**src/rtl/alu_issue_stage.sv**
```systemverilog
// ALU issue stage: decodes a MIPS instruction into ALU controls/operands
// and registers them into the ID/EX register, with load-use detection.
//
// Ports:
//   clk, rst_n          clock, async active-low reset
//   id_valid, id_instr  instruction from ID
//   id_rs_data/rt_data  register-file operands
//   stall, flush        hold / squash the EX register
//   load_use            hazard request to upstream (combinational)
//   ex_*                registered ALU controls and operands for EX
module alu_issue_stage #(
    parameter int N = 32
) (
    input  logic         clk,
    input  logic         rst_n,
    input  logic         id_valid,
    input  logic [31:0]  id_instr,
    input  logic [N-1:0] id_rs_data,
    input  logic [N-1:0] id_rt_data,
    input  logic         stall,
    input  logic         flush,
    output logic         load_use,
    output logic         ex_valid,
    output logic [N-1:0] ex_a,
    output logic [N-1:0] ex_b,
    output logic [3:0]   ex_f,
    output logic [4:0]   ex_shamt,
    output logic [4:0]   ex_rd,
    output logic         ex_regwrite,
    output logic         ex_memread,
    output logic         ex_memwrite,
    output logic         ex_illegal
);

    localparam logic [3:0] F_ADD  = 4'b0000;
    localparam logic [3:0] F_SUB  = 4'b0001;
    localparam logic [3:0] F_AND  = 4'b0010;
    localparam logic [3:0] F_OR   = 4'b0011;
    localparam logic [3:0] F_XOR  = 4'b0100;
    localparam logic [3:0] F_SLL  = 4'b0101;
    localparam logic [3:0] F_SRL  = 4'b0110;
    localparam logic [3:0] F_SLLV = 4'b0111;
    localparam logic [3:0] F_SRA  = 4'b1000;
    localparam logic [3:0] F_SLT  = 4'b1001;

    typedef struct packed {
        logic         valid;
        logic [N-1:0] a;
        logic [N-1:0] b;
        logic [3:0]   f;
        logic [4:0]   shamt;
        logic [4:0]   rd;
        logic         regwrite;
        logic         memread;
        logic         memwrite;
    } ex_t;

    localparam ex_t BUBBLE = '0;

    logic [5:0]   op;
    logic [5:0]   funct;
    logic [4:0]   rs_f;
    logic [4:0]   rt_f;
    logic [N-1:0] sext;
    logic [N-1:0] zext;
    logic         reads_rt;
    logic         legal;
    ex_t          dec;
    ex_t          ex_q;
    ex_t          ex_d;
    logic         ill_q;
    logic         ill_d;

    assign op    = id_instr[31:26];
    assign funct = id_instr[5:0];
    assign rs_f  = id_instr[25:21];
    assign rt_f  = id_instr[20:16];
    assign sext  = {{(N-16){id_instr[15]}}, id_instr[15:0]};
    assign zext  = {{(N-16){1'b0}}, id_instr[15:0]};

    assign reads_rt = (op == 6'h00) || (op == 6'h2B) || (op == 6'h04);

    always_comb begin
        dec       = BUBBLE;
        legal     = 1'b1;
        dec.valid = 1'b1;
        dec.a     = id_rs_data;
        dec.b     = id_rt_data;
        case (op)
            6'h00: begin
                dec.rd       = id_instr[15:11];
                dec.regwrite = 1'b1;
                case (funct)
                    6'h20, 6'h21: dec.f = F_ADD;
                    6'h22, 6'h23: dec.f = F_SUB;
                    6'h24:        dec.f = F_AND;
                    6'h25:        dec.f = F_OR;
                    6'h26:        dec.f = F_XOR;
                    6'h2A:        dec.f = F_SLT;
                    6'h00, 6'h02, 6'h03: begin
                        dec.f     = (funct == 6'h00) ? F_SLL :
                                    (funct == 6'h02) ? F_SRL : F_SRA;
                        dec.a     = id_rt_data;
                        dec.b     = '0;
                        dec.shamt = id_instr[10:6];
                    end
                    6'h04: begin
                        dec.f     = F_SLLV;
                        dec.a     = id_rt_data;
                        dec.b     = '0;
                        dec.shamt = id_rs_data[4:0];
                    end
                    default: legal = 1'b0;
                endcase
            end
            6'h08, 6'h09, 6'h0A: begin
                dec.f        = (op == 6'h0A) ? F_SLT : F_ADD;
                dec.b        = sext;
                dec.rd       = rt_f;
                dec.regwrite = 1'b1;
            end
            6'h0C, 6'h0D, 6'h0E: begin
                dec.f        = (op == 6'h0C) ? F_AND :
                               (op == 6'h0D) ? F_OR : F_XOR;
                dec.b        = zext;
                dec.rd       = rt_f;
                dec.regwrite = 1'b1;
            end
            6'h0F: begin
                dec.f        = F_SLL;
                dec.a        = zext;
                dec.b        = zext;
                dec.shamt    = 5'd16;
                dec.rd       = rt_f;
                dec.regwrite = 1'b1;
            end
            6'h23: begin
                dec.b        = sext;
                dec.rd       = rt_f;
                dec.regwrite = 1'b1;
                dec.memread  = 1'b1;
            end
            6'h2B: begin
                dec.b        = sext;
                dec.memwrite = 1'b1;
            end
            6'h04: dec.f = F_SUB;
            default: legal = 1'b0;
        endcase
        // a write to $0 is architecturally dead: drop it so it never
        // triggers a hazard or a writeback downstream
        if (!dec.regwrite || dec.rd == 5'd0) begin
            dec.regwrite = 1'b0;
            dec.rd       = 5'd0;
        end
    end

    assign load_use = id_valid && ex_q.valid && ex_q.memread &&
                      (ex_q.rd != 5'd0) &&
                      ((ex_q.rd == rs_f) ||
                       ((ex_q.rd == rt_f) && reads_rt));

    always_comb begin
        ex_d  = ex_q;
        ill_d = 1'b0;
        if (flush) begin
            ex_d = BUBBLE;
        end else if (stall) begin
            ex_d = ex_q;
        end else if (load_use || !id_valid) begin
            ex_d = BUBBLE;
        end else if (!legal) begin
            ex_d  = BUBBLE;
            ill_d = 1'b1;
        end else begin
            ex_d = dec;
        end
    end

    always_ff @(posedge clk or negedge rst_n) begin
        if (!rst_n) begin
            ex_q  <= BUBBLE;
            ill_q <= 1'b0;
        end else begin
            ex_q  <= ex_d;
            ill_q <= ill_d;
        end
    end

    assign ex_valid    = ex_q.valid;
    assign ex_a        = ex_q.a;
    assign ex_b        = ex_q.b;
    assign ex_f        = ex_q.f;
    assign ex_shamt    = ex_q.shamt;
    assign ex_rd       = ex_q.rd;
    assign ex_regwrite = ex_q.regwrite;
    assign ex_memread  = ex_q.memread;
    assign ex_memwrite = ex_q.memwrite;
    assign ex_illegal  = ill_q;

endmodule

```
**config.mk**
```make
export PLATFORM = sky130hd
export DESIGN_NAME = alu_issue_stage
export DESIGN_NICKNAME = d
export VERILOG_FILES = /design/src/rtl/alu_issue_stage.sv
export SDC_FILE = /design/constraint.sdc
export NUM_CORES = 1
export LEC_CHECK = 0
export ABC_AREA = 1
export CORE_MARGIN = 3
export CORE_UTILIZATION = 27
export CTS_CLUSTER_DIAMETER = 50
export DETAILED_ROUTE_END_ITERATION = 10
export PLACE_DENSITY_LB_ADDON = 0.2
export SLEW_MARGIN = 0
export SYNTH_ARGS = -nofsm -noshare
export SYNTH_HDL_FRONTEND = slang
export SYNTH_SLANG_ARGS = --single-unit
```
**constraint.sdc**
```tcl
create_clock -name clk -period 2.31 [get_ports clk]
set_input_delay 0.462 -clock clk [delete_from_list [all_inputs] [get_ports clk]]
set_output_delay 0.462 -clock clk [all_outputs]
set_load 0.01 [all_outputs]
```
==> impl_metrics.csv, run 1 <==
group,metric,value,unit
placement,dp_slack,-381,ps
logic_synthesis,synthFlopType,"dfrtp_1",
sta,max_freq,449,MHz
power,p_switching,0.900,mW
run,drv_cap,0,
sta,max_slew_margin,78.3,%
placement,hpwl,13100,um
logic_synthesis,synth_cell_type_count,30,
sta,setup_ws,83.9,ps
logic_synthesis,synth_cells,709,
floorplan,core,0.0174,mm^2
grt,antenna_found_initial,1,
critical_path,end_kind,"output port",
floorplan,die_h,139,um
logic_synthesis,ys_ff_latch,83,
power,comb_power_share,16.0,%
floorplan,io-pin-count,185,
cts,path_clk_slew,60,ps
cts,cts_root_buffer,"clkbuf_16",
sta,tightest_slew,323,ps
critical_path,r2r_end,"ex_shamt[4]",
cts,cts.sinks,83,
cts,cts_tree,"yes",
cells_and_area,multi_input_area,0.00242,mm^2
sta,finClkSkew,9.45,ps
routing,wire_per_inst,14.9,um
cells_and_area,stdcell_count,1174,
routing,first_iter_violations,275,
critical_path,crit_fanout,2,
grt,grt_overflow,0,
critical_path,r2r_slack,300,ps
sta,fin_crit,2230,ps
power,p_seq_share,39.7,%
run_status,outcome,"finished, final reports clean",
critical_path,critPathRequiredTime,1850,ps
logic_synthesis,async_flop_share,100,%
power,vdd_drop_max,0.367,mV
routing,dr.pass1.iters,7,
floorplan,initial_core_util,27.6,%
sta,finalCritPeriodShare,96.4,%
power,pwr-share-clk,44.3,%
logic_synthesis,yosysWarnings,0,
critical_path,crit_start,"id_instr[16]",
logic_synthesis,synth_edf_count,0,
sta,setup_tns,0,ps
routing,routed_wl,17500,um
power,p_sw_share,24.2,%
logic_synthesis,yosysSeqAreaShare,43.4,%
critical_path,r2r_cells,14,
cells_and_area,area_growth,62.7,%
grt,first_global_vias,5213,
floorplan,die_w,139,um
cts,h-tree-depth,3,
logic_synthesis,synth_area,0.00479,mm^2
sta,rsz0062_at_grt,"yes",
cells_and_area,drive_above_1_share,11.8,%
grt,grt_max_degree,49,
placement,numPlacedInstances,1156,
sta,hold_viol_final,0,
grt,grt_usage,17.7,%
placement,routabilityCongestion,0.838,
cells_and_area,num-fill-cells,1773,
placement,portBuffers,184,
grt,grt_pass1_wl,27700,um
cells_and_area,ff_latch_area,0.00208,mm^2
cts,hold_buffers,0,
floorplan,fp-row-count,48,
power,leakage,4.10,nW
critical_path,crit_arrival,1760,ps
routing,final_antenna_net_count,0,
critical_path,cp-start-kind,"input pin",
floorplan,die_area,0.0194,mm^2
critical_path,crit_type,"input pin to output port",
cts,clockBufferDepth,2,
logic_synthesis,syn_nets,810,
critical_path,reg2reg_from,"ex_rd[1]",
routing,drc,0,
sta,finalSetupViolCount,0,
min_path,hold_class,"input pin to async pin",
critical_path,cp-endpoint,"load_use",
power,p_per_area,477,mW/mm^2
cts,insertion_delay,340,ps
routing,via_per_inst,4.55,
routing,num_vias,5340,
logic_synthesis,avgSynthCellArea,6.76,um^2
power,intPower,2.82,mW
sta,maxSlewViolCount,0,
cts,numCtsBuffers,9,
cells_and_area,final_nets,1045,
[state kept, by name, indices dropped and copies added (netlist names)]
name         count
ex_regwrite      1
ex_f             4
ex_b            32
ex_a            32
ex_valid         1
ex_shamt         5
ex_memread       1
ex_rd            5
ex_memwrite      1
ex_illegal       1
[cell usage in the layout, fill, tap and decap left out, types with 2 or more instances in the layout]
| cell | Yosys | routed |
|---|---|---|
| o21ai_2 | 1 | 2 |
| o211ai_1 | 8 | 8 |
| nor2_2 | 6 | 9 |
| nor2_4 | 1 | 3 |
| nand4_1 | 13 | 13 |
| nor3_1 | 2 | 2 |
| nor2_1 | 20 | 15 |
| nand3_1 | 72 | 72 |
| inv_2 | 4 | 4 |
| xor2_1 | 4 | 4 |
| bufinv_16 | 0 | 3 |
| o22ai_1 | 5 | 5 |
| xnor2_1 | 4 | 4 |
| a21oi_1 | 6 | 6 |
| clkbuf_16 | 0 | 10 |
| dfrtp_1 | 83 | 83 |
| o21ai_1 | 7 | 6 |
| nand3_2 | 2 | 2 |
| buf_12 | 0 | 10 |
| inv_1 | 31 | 31 |
| clkdlybuf4s50_1 | 0 | 176 |
| dlymetal6s2s_1 | 0 | 5 |
| buf_4 | 6 | 62 |
| o21ai_0 | 7 | 7 |
| nand2_1 | 394 | 394 |
[critical path, cell delays in order]
cell and delay, ps:
clkdlybuf4s50_1 440, xor2_1 160, nor2_2 120, nand2_1 80
o21ai_2 160, nand2_1 90, inv_1 50, clkdlybuf4s15_2 210
[layer usage]
layer	vias up	share of wire, %	track usage, %
met3	11	5.6	3.90
li1	2708	-	-
met5	-	0	0
met4	0	1.1	4.69
met1	2463	47	24.3
met2	158	46	28.3
[through the flow]
stage / total power, mW / cell area [um^2] / hold WS [ps] / util (%)
2_1_floorplan: 1.71 / 4790 / 166 / -
3_3_place_gp: 2.10 / 7380 / 386 / 42.5
3_5_place_dp: 2.10 / 7380 / 384 / 42.5
4_1_cts: 3.78 / 7730 / 4.72 / 44.5
5_1_grt: 3.88 / 7790 / 20.2 / 44.9
6_report: 3.72 / 7790 / 13.6 / 44.9
[area by class of cell]
type,instances,area share [%]
clock buffers,10,2.94
clock inverters,5,1.32
flip-flops and latches,83,26.7
well taps,225,3.61
multi-input cells,557,31.0
inverters,36,1.73
repair buffers,257,32.7
diodes,1,0.0321
[power by group through the flow]
stage / clock network, mW / registers [mW] / logic, mW
3_3_place_gp: 0 / 1.50 / 0.596
2_1_floorplan: 0 / 1.51 / 0.204
5_1_grt: 1.75 / 1.48 / 0.657
6_report: 1.65 / 1.48 / 0.597
3_5_place_dp: 0 / 1.50 / 0.595
4_1_cts: 1.70 / 1.48 / 0.599
[worst min path at each step]
stage / from / to / depth (start not counted)
finish: rst_n / ex_b[9] / 1
CTS: rst_n / ex_b[6] / 1
global route: rst_n / ex_b[6] / 1
floorplan: rst_n / ex_a[0] / 0
detailed placement: rst_n / ex_b[6] / 1
global placement: rst_n / ex_b[6] / 1
[logic make-up (layout without fill, tap and decap cells)]
group                  count (synthesis)  after routing  synth area share (%)
AO/OA/AOI/OAI                         37             37                  4.78
XOR/XNOR                               8              8                  1.46
buffers and inverters                 69            308                  6.71
flip-flops                            83             83                  43.4
other                                  0              1                     0
AND/OR/NAND/NOR                      512            512                  43.7
[synth_stat cells, types with 4 or more instances]
cell type | count | area [um^2]
buf_4 | 6 | 45.0
nor2_2 | 6 | 37.5
buf_6 | 4 | 45.0
dfrtp_1 | 83 | 2080
nand3_1 | 72 | 360
xor2_1 | 4 | 35.0
a21oi_1 | 6 | 30.0
o22ai_1 | 5 | 31.3
nand2_1 | 394 | 1480
inv_2 | 4 | 15.0
clkbuf_1 | 14 | 52.6
o21ai_0 | 7 | 35.0
o21ai_1 | 7 | 35.0
nor2_1 | 20 | 75.1
o211ai_1 | 8 | 60.1
xnor2_1 | 4 | 35.0
inv_1 | 31 | 116
buf_2 | 8 | 40.0
nand4_1 | 13 | 81.3
[what timing repair did]
| action | in CTS | in global routing |
|---|---|---|
| endpoints found under the setup margin | 1 | 19 |
| gates resized for setup | 8 | 7 |
| buffers inserted | 0 | 1 |
| cloned | 0 | 1 |
| pin swaps | 0 | 5 |
No activity file was read; power rests on OpenSTA's default activity.
==> run 2: changes to the inputs <==
--- a/config.mk
+++ b/config.mk
@@ -8,6 +8,7 @@
 export ABC_AREA = 1
 export CORE_MARGIN = 3
 export CORE_UTILIZATION = 27
+export CTS_BUF_LIST = sky130_fd_sc_hd__clkbuf_2 sky130_fd_sc_hd__clkbuf_4 sky130_fd_sc_hd__clkbuf_8
 export CTS_CLUSTER_DIAMETER = 50
 export DETAILED_ROUTE_END_ITERATION = 10
 export PLACE_DENSITY_LB_ADDON = 0.2
==> run 2 against run 1 <==
Against the previous run:
- die area unchanged
- sequential cell count is the same
- combinational power about the same
- clock power decreased by 23%
- global-route usage unchanged
- critical path depth did not move
- fmax up 4.9%
- cell area decreased by 1.8%
- register-to-register slack gained 60 ps
- largest power group is now sequential cells
==> impl_metrics.csv, run 2 (same netlist as run 1, synthesis figures left out) <==
group,metric,value,unit
cells_and_area,layout_commonest_cell,"nand2_1",
sta,tightest_slew,325,ps
cells_and_area,num-fill-cells,1793,
power,pwr-share-clk,38.1,%
grt,grt_overflow,0,
cts,clockBufferDepth,2,
floorplan,die_area,0.0194,mm^2
cells_and_area,area_growth,59.8,%
grt,grt_pass1_wl,27700,um
power,leakage,4.05,nW
routing,routed_wl,17200,um
sta,max_slew_margin,78.1,%
cts,numCtsBuffers,9,
power,p_per_area,436,mW/mm^2
sta,setup_tns,0,ps
floorplan,io-pin-count,185,
sta,fin_crit,2120,ps
run_status,outcome,"finished, final reports clean",
routing,num_vias,5310,
critical_path,crit_fanout,2,
sta,max_freq,471,MHz
grt,first_global_vias,5211,
power,p_sw_share,25.5,%
sta,finalCritPeriodShare,91.9,%
sta,maxSlewViolCount,0,
sta,rsz0062_at_grt,"no",
floorplan,initial_core_util,27.6,%
cells_and_area,mostFrequentLayoutCells,"nand2_1, clkdlybuf4s50_1, dfrtp_1",
routing,wire_per_inst,14.7,um
sta,hold_viol_final,0,
cells_and_area,drive_above_1_share,11.8,%
power,intPower,2.49,mW
cells_and_area,final_nets,1044,
cts,cts.sinks,83,
critical_path,cp-start-kind,"input pin",
power,comb_power_share,17.8,%
routing,dr.pass1.iters,5,
grt,grt_max_degree,49,
power,power,3.34,mW
cts,h-tree-depth,3,
critical_path,crit_type,"input pin to output port",
cells_and_area,final_util,44.1,%
cts,insertion_delay,370,ps
power,p_switching,0.851,mW
cts,cts_tree,"yes",
power,p_seq_share,44.1,%
critical_path,crit_arrival,1660,ps
routing,first_iter_violations,301,
floorplan,core,0.0174,mm^2
placement,hpwl,13100,um
min_path,hold_class,"register to register",
cells_and_area,stdcell_area,0.00766,mm^2
routing,drc,0,
power,vdd_drop_max,0.277,mV
cts,cts_root_buffer,"clkbuf_8",
placement,place_area,0.00738,mm^2
grt,grt_usage,17.7,%
floorplan,die_w,139,um
critical_path,end_kind,"output port",
placement,portBuffers,184,
floorplan,fp-row-count,48,
cts,path_clk_slew,70,ps
floorplan,die_h,139,um
placement,routabilityCongestion,0.838,
sta,finClkSkew,11.8,ps
sta,setup_ws,187,ps
grt,antenna_found_initial,1,
sta,finalSetupViolCount,0,
routing,final_antenna_net_count,0,
critical_path,critPathRequiredTime,1850,ps
placement,dp_slack,-381,ps
run,drv_cap,0,
routing,via_per_inst,4.53,
[run 2: critical path, stage by stage]
cell and delay, ps:
clkdlybuf4s50_1 430, xor2_1 160, nor2_2 120, nand2_1 80, o21ai_2 160, nand2_1 90
inv_1 50, buf_2 120
[run 2: cell type report]
cell class	instances	area, um^2	area share (%)
timing repair buffer	256	2500	32.7
tap	225	282	3.68
multi-input combinational	557	2420	31.7
inverter	36	135	1.77
clock buffer	10	131	1.72
sequential	83	2080	27.1
antenna	1	2.50	0.0327
clock inverter	5	103	1.34
[run 2: final timing paths]
check                      endpoint    startpoint  cells past startpoint  slack, ps
setup / recovery           load_use  id_instr[16]                      8        190
hold / removal             ex_b[20]      ex_b[20]                      2        480
setup reg to reg           ex_a[13]      ex_rd[2]                     11        360
hold reg to reg            ex_b[20]      ex_b[20]                      2        480
max in group asynchronous  ex_rd[2]         rst_n                      3       1230
min in group asynchronous   ex_b[9]         rst_n                      2        520
[run 2: power groups by stage]
stage / sequential (mW) / clock, mW / combinational (mW)
floorplan: 1.51 / 0 / 0.204
global placement: 1.50 / 0 / 0.596
CTS: 1.47 / 1.32 / 0.601
finish: 1.47 / 1.27 / 0.595
global route: 1.48 / 1.37 / 0.656
detailed placement: 1.50 / 0 / 0.595
[run 2: metrics by stage]
step / std cells / hold slack (ps)
2_1_floorplan: 709 / 166
4_1_cts: 1172 / 485
3_5_place_dp: 1156 / 384
5_1_grt: 1173 / 506
3_3_place_gp: 1156 / 386
6_report: 1173 / 480
[run 2: what timing repair did]
| action | 4_1_cts | 5_1_grt |
|---|---|---|
| buffers inserted | 0 | 0 |
| endpoints found under the hold margin | 18 | 0 |
| setup endpoints to repair | 1 | 2 |
| resized for setup | 8 | 9 |
| hold buffers | 1 | 0 |
| pin swaps | 0 | 6 |
[run 2: routing by layer]
metal / global-route usage, % / vias to the layer above / share of wire [%]
li1: - / 2709 / -
met1: 24.2 / 2419 / 47
met2: 28.4 / 169 / 46
met3: 3.86 / 13 / 6.0
met4: 4.74 / 0 / 1.2
met5: 0 / - / 0
==> run 3: changes to the inputs <==
--- a/config.mk
+++ b/config.mk
@@ -11,7 +11,7 @@
 export CTS_BUF_LIST = sky130_fd_sc_hd__clkbuf_2 sky130_fd_sc_hd__clkbuf_4 sky130_fd_sc_hd__clkbuf_8
 export CTS_CLUSTER_DIAMETER = 50
 export DETAILED_ROUTE_END_ITERATION = 10
-export PLACE_DENSITY_LB_ADDON = 0.2
+export PLACE_DENSITY_LB_ADDON = 0.25
 export SLEW_MARGIN = 0
 export SYNTH_ARGS = -nofsm -noshare
 export SYNTH_HDL_FRONTEND = slang
==> run 3 against run 2 <==
Against the previous run:
- worst setup slack worse by 52 ps
- wire length hardly changed
- clock skew increased by 2.5 ps
- fmax down 2.4%
- register-to-register slack better by 120 ps
- sequential share of layout area rose by 0.19 points
- worst hold slack worse by 440 ps
- combinational power about the same
- critical path depth grew 1
- final cell count decreased by 0.43%
- cell area shrank 0.75%
- largest cell class unchanged
==> impl_metrics.csv, run 3 (same netlist as run 1, synthesis figures left out) <==
group,metric,value,unit
grt,grt_pass1_wl,27800,um
sta,hold_viol_final,0,
placement,routabilityCongestion,0.874,
cells_and_area,layout_commonest_cell,"nand2_1",
cells_and_area,stdcell_count,1168,
placement,hpwl,12900,um
placement,dp_slack,-447,ps
grt,grt_usage,17.7,%
cells_and_area,drive_above_1_share,11.6,%
sta,rsz0062_at_grt,"no",
placement,place_area,0.00738,mm^2
sta,max_slew_margin,67.4,%
routing,routed_wl,17200,um
sta,hold_ws,40.2,ps
critical_path,cp-start-kind,"input pin",
placement,portBuffers,184,
run_status,outcome,"finished, final reports clean",
cells_and_area,area_growth,58.6,%
floorplan,fp-row-count,48,
sta,fin_crit,2170,ps
critical_path,reg2reg_from,"ex_rd[1]",
critical_path,critPathRequiredTime,1850,ps
routing,final_antenna_net_count,0,
routing,via_per_inst,4.56,
power,vdd_drop_max,0.209,mV
floorplan,initial_core_util,27.6,%
sta,finalSetupViolCount,0,
min_path,hold_class,"input pin to async pin",
cts,clockBufferDepth,2,
critical_path,r2r_cells,12,
critical_path,crit_type,"input pin to output port",
cells_and_area,stdcell_area,0.00760,mm^2
cts,cts.sinks,83,
grt,grt_overflow,0,
critical_path,crit_fanout,2,
cts,insertion_delay,370,ps
sta,maxSlewViolCount,0,
cells_and_area,mostFrequentLayoutCells,"nand2_1, clkdlybuf4s50_1, dfrtp_1",
sta,tightest_slew,489,ps
cells_and_area,num-fill-cells,1805,
critical_path,end_kind,"output port",
floorplan,die_w,139,um
cells_and_area,antennaDiodeCount,0,
grt,first_global_vias,5339,
sta,setup_tns,0,ps
sta,finalCritPeriodShare,94.2,%
routing,num_vias,5323,
routing,first_iter_violations,289,
power,leakage,4.01,nW
cells_and_area,multi_input_area,0.00242,mm^2
cts,cts_root_buffer,"clkbuf_8",
cells_and_area,ff_latch_area,0.00208,mm^2
floorplan,die_h,139,um
run,drv_cap,0,
cts,h-tree-depth,3,
critical_path,r2r_slack,480,ps
floorplan,core,0.0174,mm^2
critical_path,r2r_end,"ex_b[16]",
floorplan,die_area,0.0194,mm^2
grt,grt_max_degree,51,
cells_and_area,final_nets,1040,
critical_path,crit_arrival,1710,ps
cts,numCtsBuffers,9,
sta,finClkSkew,14.4,ps
cts,path_clk_slew,90,ps
floorplan,io-pin-count,185,
routing,wire_per_inst,14.7,um
sta,setup_ws,135,ps
power,p_per_area,419,mW/mm^2
placement,numPlacedInstances,1152,
routing,drc,0,
grt,antenna_found_initial,0,
sta,max_freq,460,MHz
routing,dr.pass1.iters,5,
cts,cts_tree,"yes",
[run 3: cell types whose count changed in the layout (fill, tap and decap cells not counted), sizes merged, moves of 2 or more]
cell / previous run / this run
dlymetal6s2s: 5 / 3
buf: 73 / 70
dlygate4sd2: 1 / 3
bufinv: 3 / 1
[run 3: metrics by stage]
step | utilization, % | power (mW)
2_1_floorplan | - | 1.71
3_3_place_gp | 42.5 | 2.10
3_5_place_dp | 42.5 | 2.10
4_1_cts | 43.7 | 3.24
5_1_grt | 43.8 | 3.35
6_report | 43.8 | 3.18
[run 3: worst max-delay path, stage by stage]
cell	delay, ps
clkdlybuf4s50_1	450
nor2_2	140
nand3_1	80
nand2_1	70
nand2_1	70
o21ai_2	180
nand2_1	90
inv_1	50
buf_2	120
[run 3: report_power, final]
group          switching [mW]  leakage [nW]  internal, mW
sequential            0.00813          1.16          1.47
clock                   0.558         0.106         0.554
combinational           0.293          2.75         0.300
total                   0.860          4.01          2.32
[run 3: final cells by class]
type	count	area share, %
repair buffers	252	32.7
multi-input cells	557	31.8
well taps	225	3.70
flip-flops and latches	83	27.3
inverters	36	1.78
clock buffers	11	1.99
clock inverters	4	0.642
[run 3: worst max-delay path by stage]
| stage | startpoint | to | slack, ps | cells past startpoint |
|---|---|---|---|---|
| 5_1_grt | id_instr[1] | ex_memread | 20 | 12 |
| 4_1_cts | id_instr[29] | load_use | 1 | 10 |
| 2_1_floorplan | id_instr[30] | ex_b[22] | 580 | 11 |
| 3_5_place_dp | id_instr[26] | load_use | -450 | 9 |
| 3_3_place_gp | id_instr[26] | load_use | -370 | 9 |
| 6_report | id_instr[28] | load_use | 140 | 9 |
[run 3: metal layers]
| metal | wire, um | GRT usage (%) | share of wire, % | vias to the layer above |
|---|---|---|---|---|
| met5 | 0 | 0 | 0 | - |
| met4 | 189 | 4.33 | 1.1 | 0 |
| met2 | 8060 | 28.9 | 47 | 168 |
| li1 | - | - | - | 2702 |
| met1 | 7830 | 24.0 | 46 | 2441 |
| met3 | 1110 | 3.76 | 6.4 | 12 |
[run 3: what timing repair did]
| action | CTS | global route |
|---|---|---|
| hold buffers | 0 | 0 |
| gates resized for setup | 9 | 7 |
| pin swaps | 1 | 3 |
| buffers inserted | 0 | 1 |
| setup endpoints to repair | 1 | 1 |
